$ cat config.mk
export PLATFORM = sky130hd
export DESIGN_NAME = mem_access_unit
export DESIGN_NICKNAME = d
export VERILOG_FILES = /design/src/rtl/mem_access_unit_pkg.sv /design/src/rtl/mem_access_unit_lsu_lane_align.sv /design/src/rtl/mem_access_unit.sv
export SDC_FILE = /design/constraint.sdc
export NUM_CORES = 1
export LEC_CHECK = 0
export ABC_AREA = 1
export CORE_AREA = 2 2 120 122
export CTS_BUF_LIST = sky130_fd_sc_hd__clkbuf_4 sky130_fd_sc_hd__clkbuf_8
export DETAILED_ROUTE_END_ITERATION = 12
export DIE_AREA = 0 0 122 124
export PLACE_DENSITY = 0.92
export RECOVER_POWER = 25
export SKIP_CTS_REPAIR_TIMING = 1
export SLEW_MARGIN = 5
export SYNTH_ARGS = -nofsm -noshare
export SYNTH_HDL_FRONTEND = slang
export SYNTH_SLANG_ARGS = --single-unit
$ cat constraint.sdc
create_clock -name clk -period 1.8 [get_ports clk]
set_input_delay 0.18 -clock clk [delete_from_list [all_inputs] [get_ports clk]]
set_output_delay 0.18 -clock clk [all_outputs]
set_load 0.02 [all_outputs]
$ cat src/rtl/mem_access_unit_pkg.sv
// Shared definitions for the MEM-stage access unit: size codes, FSM states
// and the request legality check applied at accept time.
package mem_access_unit_pkg;

    localparam logic [1:0] SZ_BYTE = 2'b00;
    localparam logic [1:0] SZ_HALF = 2'b01;
    localparam logic [1:0] SZ_WORD = 2'b10;

    typedef enum logic [1:0] {
        S_IDLE   = 2'b00,
        S_LOAD   = 2'b01,
        S_RMW_RD = 2'b10,
        S_WRITE  = 2'b11
    } state_t;

    // Flags misaligned halves/words, the reserved size code and word indices past the memory.
    function automatic logic accessError(input logic [1:0] size, input logic [31:0] addr,
                                         input int unsigned depth);
        logic        bad;
        logic [31:0] wordIdx;
        bad     = 1'b0;
        wordIdx = {2'b00, addr[31:2]};
        case (size)
            SZ_BYTE: bad = 1'b0;
            SZ_HALF: bad = addr[0];
            SZ_WORD: bad = |addr[1:0];
            default: bad = 1'b1;
        endcase
        if (wordIdx >= depth) begin
            bad = 1'b1;
        end
        return bad;
    endfunction

endpackage

$ cat src/rtl/mem_access_unit_lsu_lane_align.sv
// Combinational byte-lane steering: load extract with sign/zero extension,
// and store merge of a sub-word into an existing memory word.
module lsu_lane_align
    import mem_access_unit_pkg::*;
(
    input  logic [31:0] i_rdWord,
    input  logic [31:0] i_oldWord,
    input  logic [31:0] i_wdata,
    input  logic [1:0]  i_offset,
    input  logic [1:0]  i_size,
    input  logic        i_unsigned,
    output logic [31:0] o_loadData,
    output logic [31:0] o_mergeWord
);

    logic [4:0]  w_shift;
    logic [31:0] w_lane;
    logic [31:0] w_mask;

    // Word accesses are always aligned, so only sub-word sizes shift the lane.
    always_comb begin
        w_shift = 5'd0;
        w_mask  = 32'hFFFF_FFFF;
        case (i_size)
            SZ_BYTE: begin
                w_shift = {i_offset, 3'b000};
                w_mask  = 32'h0000_00FF << w_shift;
            end
            SZ_HALF: begin
                w_shift = {i_offset[1], 4'b0000};
                w_mask  = 32'h0000_FFFF << w_shift;
            end
            default: begin
                w_shift = 5'd0;
                w_mask  = 32'hFFFF_FFFF;
            end
        endcase

        w_lane = i_rdWord >> w_shift;
        case (i_size)
            SZ_BYTE: o_loadData = i_unsigned ? {24'd0, w_lane[7:0]}
                                             : {{24{w_lane[7]}}, w_lane[7:0]};
            SZ_HALF: o_loadData = i_unsigned ? {16'd0, w_lane[15:0]}
                                             : {{16{w_lane[15]}}, w_lane[15:0]};
            default: o_loadData = w_lane;
        endcase

        o_mergeWord = (i_oldWord & ~w_mask) | ((i_wdata << w_shift) & w_mask);
    end

endmodule

$ cat src/rtl/mem_access_unit.sv
// MEM-stage initiator for a word-wide memory without byte enables; sub-word
// stores become a read-modify-write, loads are lane-extracted and extended.
module mem_access_unit
    import mem_access_unit_pkg::*;
#(
    parameter int DW    = 32,
    parameter int DEPTH = 1024
) (
    input  logic          clk,
    input  logic          reset,
    input  logic          req_valid,
    output logic          req_ready,
    input  logic          req_we,
    input  logic [1:0]    req_size,
    input  logic          req_unsigned,
    input  logic [31:0]   req_addr,
    input  logic [DW-1:0] req_wdata,
    output logic          rsp_valid,
    output logic [DW-1:0] rsp_rdata,
    output logic          rsp_err,
    output logic          mem_rw,
    output logic [31:0]   mem_addr,
    output logic [DW-1:0] mem_wdata,
    input  logic [DW-1:0] mem_rdata
);

    state_t        r_state;
    logic [1:0]    r_size;
    logic          r_unsigned;
    logic [31:0]   r_addr;
    logic [DW-1:0] r_wdata;
    logic [DW-1:0] r_mergeWord;
    logic          r_rspValid;
    logic [DW-1:0] r_rspRdata;
    logic          r_rspErr;

    logic          w_reqErr;
    logic [DW-1:0] w_loadData;
    logic [DW-1:0] w_mergeWord;

    assign w_reqErr  = accessError(req_size, req_addr, DEPTH);
    assign req_ready = (r_state == S_IDLE);
    assign rsp_valid = r_rspValid;
    assign rsp_rdata = r_rspRdata;
    assign rsp_err   = r_rspErr;
    assign mem_addr  = {2'b00, r_addr[31:2]};
    assign mem_wdata = w_mergeWord;
    // Gating with reset keeps a write from landing in the cycle reset aborts an access.
    assign mem_rw    = (r_state == S_WRITE) && !reset;

    lsu_lane_align u_align (
        .i_rdWord    (mem_rdata),
        .i_oldWord   (r_mergeWord),
        .i_wdata     (r_wdata),
        .i_offset    (r_addr[1:0]),
        .i_size      (r_size),
        .i_unsigned  (r_unsigned),
        .o_loadData  (w_loadData),
        .o_mergeWord (w_mergeWord)
    );

    always_ff @(posedge clk) begin
        if (reset) begin
            r_state     <= S_IDLE;
            r_size      <= SZ_BYTE;
            r_unsigned  <= 1'b0;
            r_addr      <= 32'd0;
            r_wdata     <= '0;
            r_mergeWord <= '0;
            r_rspValid  <= 1'b0;
            r_rspRdata  <= '0;
            r_rspErr    <= 1'b0;
        end else begin
            r_rspValid <= 1'b0;
            case (r_state)
                S_IDLE: begin
                    if (req_valid) begin
                        r_size     <= req_size;
                        r_unsigned <= req_unsigned;
                        r_addr     <= req_addr;
                        r_wdata    <= req_wdata;
                        if (w_reqErr) begin
                            r_rspValid <= 1'b1;
                            r_rspErr   <= 1'b1;
                            r_rspRdata <= '0;
                        end else if (!req_we) begin
                            r_state <= S_LOAD;
                        end else if (req_size == SZ_WORD) begin
                            r_state <= S_WRITE;
                        end else begin
                            r_state <= S_RMW_RD;
                        end
                    end
                end
                S_LOAD: begin
                    r_rspValid <= 1'b1;
                    r_rspErr   <= 1'b0;
                    r_rspRdata <= w_loadData;
                    r_state    <= S_IDLE;
                end
                S_RMW_RD: begin
                    r_mergeWord <= mem_rdata;
                    r_state     <= S_WRITE;
                end
                S_WRITE: begin
                    r_rspValid <= 1'b1;
                    r_rspErr   <= 1'b0;
                    r_rspRdata <= '0;
                    r_state    <= S_IDLE;
                end
                default: r_state <= S_IDLE;
            endcase
        end
    end

endmodule

==> impl_metrics.toml <==
[status]
outcome = "finished, violations left"
violations = "negative setup slack"

[placed_design]
place_inst = 1295
place_congestion = 0.952
io_buffers = 200
dp_hpwl_um = 16000
post-place-ws_ns = -0.305

[synthesis]
synth.most_common_cell = "nor2_1"
avgSynthCellArea_um2 = 6.86
yosysTopAreaCell = "dfxtp_1"
yosysWarningCount = 0
synth.distinct_cells = 29
yosys_register_bits = 135
synth_area_leaders = "dfxtp_1 (41%), nor2_1 (10%), o21ai_0 (9.0%)"
netlist_instances = 967
seq_area_frac_synth = 0.407
async_flop_share = 0
synth.top_cell.area_share = 0.407
synth_top_cells_by_count = "nor2_1 (176), nand2_1 (147), dfxtp_1 (135)"
synth-main-ff-cell = "dfxtp_1"
synth_area_mm2 = 0.00663
synth_edf_count = 0

[grt]
antenna_found_initial = 0
grt_pass1_wl_um = 33800
track_usage = 0.289
grt_pass1_vias = 6728
grt_max_degree = 74
gr-total-overflow = 0

[route]
wl_per_cell_um = 16.6
drc = 0
vias_per_cell = 5.44
wirelength_um = 22200
num_vias = 7246
drt-initial-drc-count = 583
first_pass_iters = 5
postRouteAntennaNets = 0

[timing]
hold_viol = 0
fin_crit_sh = 1.16
tightest_slew_ns = 0.702
setup_viol = 57
fin_ws_ns = -0.287
fmax_ghz = 0.479
maxSlewHeadroom = 0.532
worst_clock_skew_ns = 0.00702
finalCriticalPeriod_ns = 2.09
slew_violations = 0
rsz0062_at_grt = "yes"

[die]
initial_utilization = 0.483
io_pins = 203
die_w_um = 122
core-area_mm2 = 0.0137
die_area_mm2 = 0.0151
fp.dieH_um = 124
num_rows = 43

[layout]
fillers = 1126
finalNetCount = 1243
areaGrowthSynthToFinish_pct = 40.9
multiInputGateArea_mm2 = 0.00326
final_cells = 1332
antenna_cells = 0
ff_latch_area_mm2 = 0.00271
layout-drive-gt1-share = 0.149

[cts]
clock-root-buffer = "clkbuf_8"
cts_tree = "done"
numCtsBuffers = 17
path_clk_slew_ns = 0.07
cts_buffer_depth = 2
clock_latency_ns = 0.45
cts.sinks = 135
htree_levels = 4

[setup_path]
reg2reg_from = "r_size[1]"
cp_max_fo = 8
worst_setup_path_start_kind = "register"
path_class = "register to output port"
critPathRequiredTime_ns = 1.62
crit_arrival_ns = 1.91
regToRegEndpoint = "rsp_rdata[17]"
rr_worst_depth = 10
r2r_slack_ns = -0.12
crit_path_end_kind = "output port"

[power]
p_clk_frac = 0.357
leakage_nw = 3.99
p_sw_frac = 0.289
intPower_mw = 5.43
power-per-cell-area_mw_per_mm2 = 818
p_switching_mw = 2.21
p_seq_frac = 0.417
comb_power_share = 0.226
peakVddDrop_mv = 0.566

[hold_path]
min_to = "r_mergeWord[7]"
hold_class = "input pin to register"
whs_path_depth = 3
min_from = "mem_rdata[7]"

[run]
drv_cap = 0
## sequential cells by signal, summed over array words and instances (netlist names)
signal / count
r_unsigned: 1
rsp_err: 1
rsp_valid: 1
r_addr: 32
r_mergeWord: 32
rsp_rdata: 32
r_wdata: 32
r_state: 2
r_size: 2
## power groups by stage
stage | Clock [mW] | Sequential (mW) | Combinational [mW]
6_report | 2.73 | 3.18 | 1.73
5_1_grt | 2.86 | 3.19 | 1.85
4_1_cts | 2.75 | 3.18 | 1.60
3_5_place_dp | 0 | 3.24 | 1.59
3_3_place_gp | 0 | 3.24 | 1.57
2_1_floorplan | 0 | 3.23 | 0.898
## worst max path at each step
stage,slack (ns),from,cells after the start,end
after floorplan,0.10,r_size[1],9,mem_wdata[23]
after global placement,-0.26,r_size[1],7,mem_wdata[6]
after detailed placement,-0.31,r_size[1],8,mem_wdata[20]
after CTS,-0.82,r_size[1],8,mem_wdata[20]
after global routing,-0.35,r_size[0],8,mem_wdata[26]
final,-0.29,r_size[0],7,mem_wdata[6]
## through the flow
| step | total power [mW] | hold WS [ns] | instance area (um^2) | utilization | TNS [ns] |
|---|---|---|---|---|---|
| 4_1_cts | 7.53 | 0.295 | 9120 | 0.664 | -26.31 |
| 3_5_place_dp | 4.83 | 0.444 | 8690 | 0.633 | -8.79 |
| 2_1_floorplan | 4.13 | 0.315 | 6640 | - | 0 |
| 5_1_grt | 7.91 | 0.315 | 9350 | 0.681 | -16.55 |
| 6_report | 7.64 | 0.309 | 9350 | 0.681 | -9.27 |
| 3_3_place_gp | 4.81 | 0.438 | 8690 | 0.633 | -7.83 |
## placed cells by master (no fill, tap or decap), types with 8 or more instances in the layout
| cell type | count |
|---|---|
| nor2_1 | 176 |
| clkdlybuf4s50_1 | 165 |
| nand2_1 | 142 |
| dfxtp_1 | 132 |
| o21ai_0 | 112 |
| a21oi_1 | 79 |
| inv_1 | 62 |
| nand3_1 | 62 |
| buf_4 | 47 |
| o21ai_1 | 26 |
| clkbuf_8 | 21 |
| buf_6 | 19 |
| o21ai_2 | 14 |
| mux2_2 | 8 |
| o211ai_1 | 8 |
## final cells by class
class,count,share of cell area
clock buffer,24,0.0333
timing repair buffer,249,0.263
tap,180,0.0241
multi-input combinational,669,0.349
inverter,68,0.0284
clock inverter,7,0.0126
sequential,135,0.290
## per-layer routing
metal  vias up  share of wire  GRT usage
li1       3472              -          -
met1      3323           0.41      0.371
met2       377           0.46      0.465
met3        74          0.088     0.0591
met4         0          0.041      0.142
met5         -              0          0
## cells by family after synthesis
| family | after synthesis | synth area share |
|---|---|---|
| mux | 8 | 0.0136 |
| simple gates | 402 | 0.251 |
| flops | 135 | 0.407 |
| other cells | 1 | 0.000565 |
| compound gates | 257 | 0.203 |
| buf+inv | 164 | 0.125 |
## worst max-delay path: stages, from the launching register on
cell,delay (ns)
dfxtp_2,0.38
nor2_4,0.08
nand2_8,0.13
inv_4,0.06
nor2_4,0.12
buf_12,0.14
mux2_2,0.37
buf_2,0.17
Power figures use the tool's default switching activity.
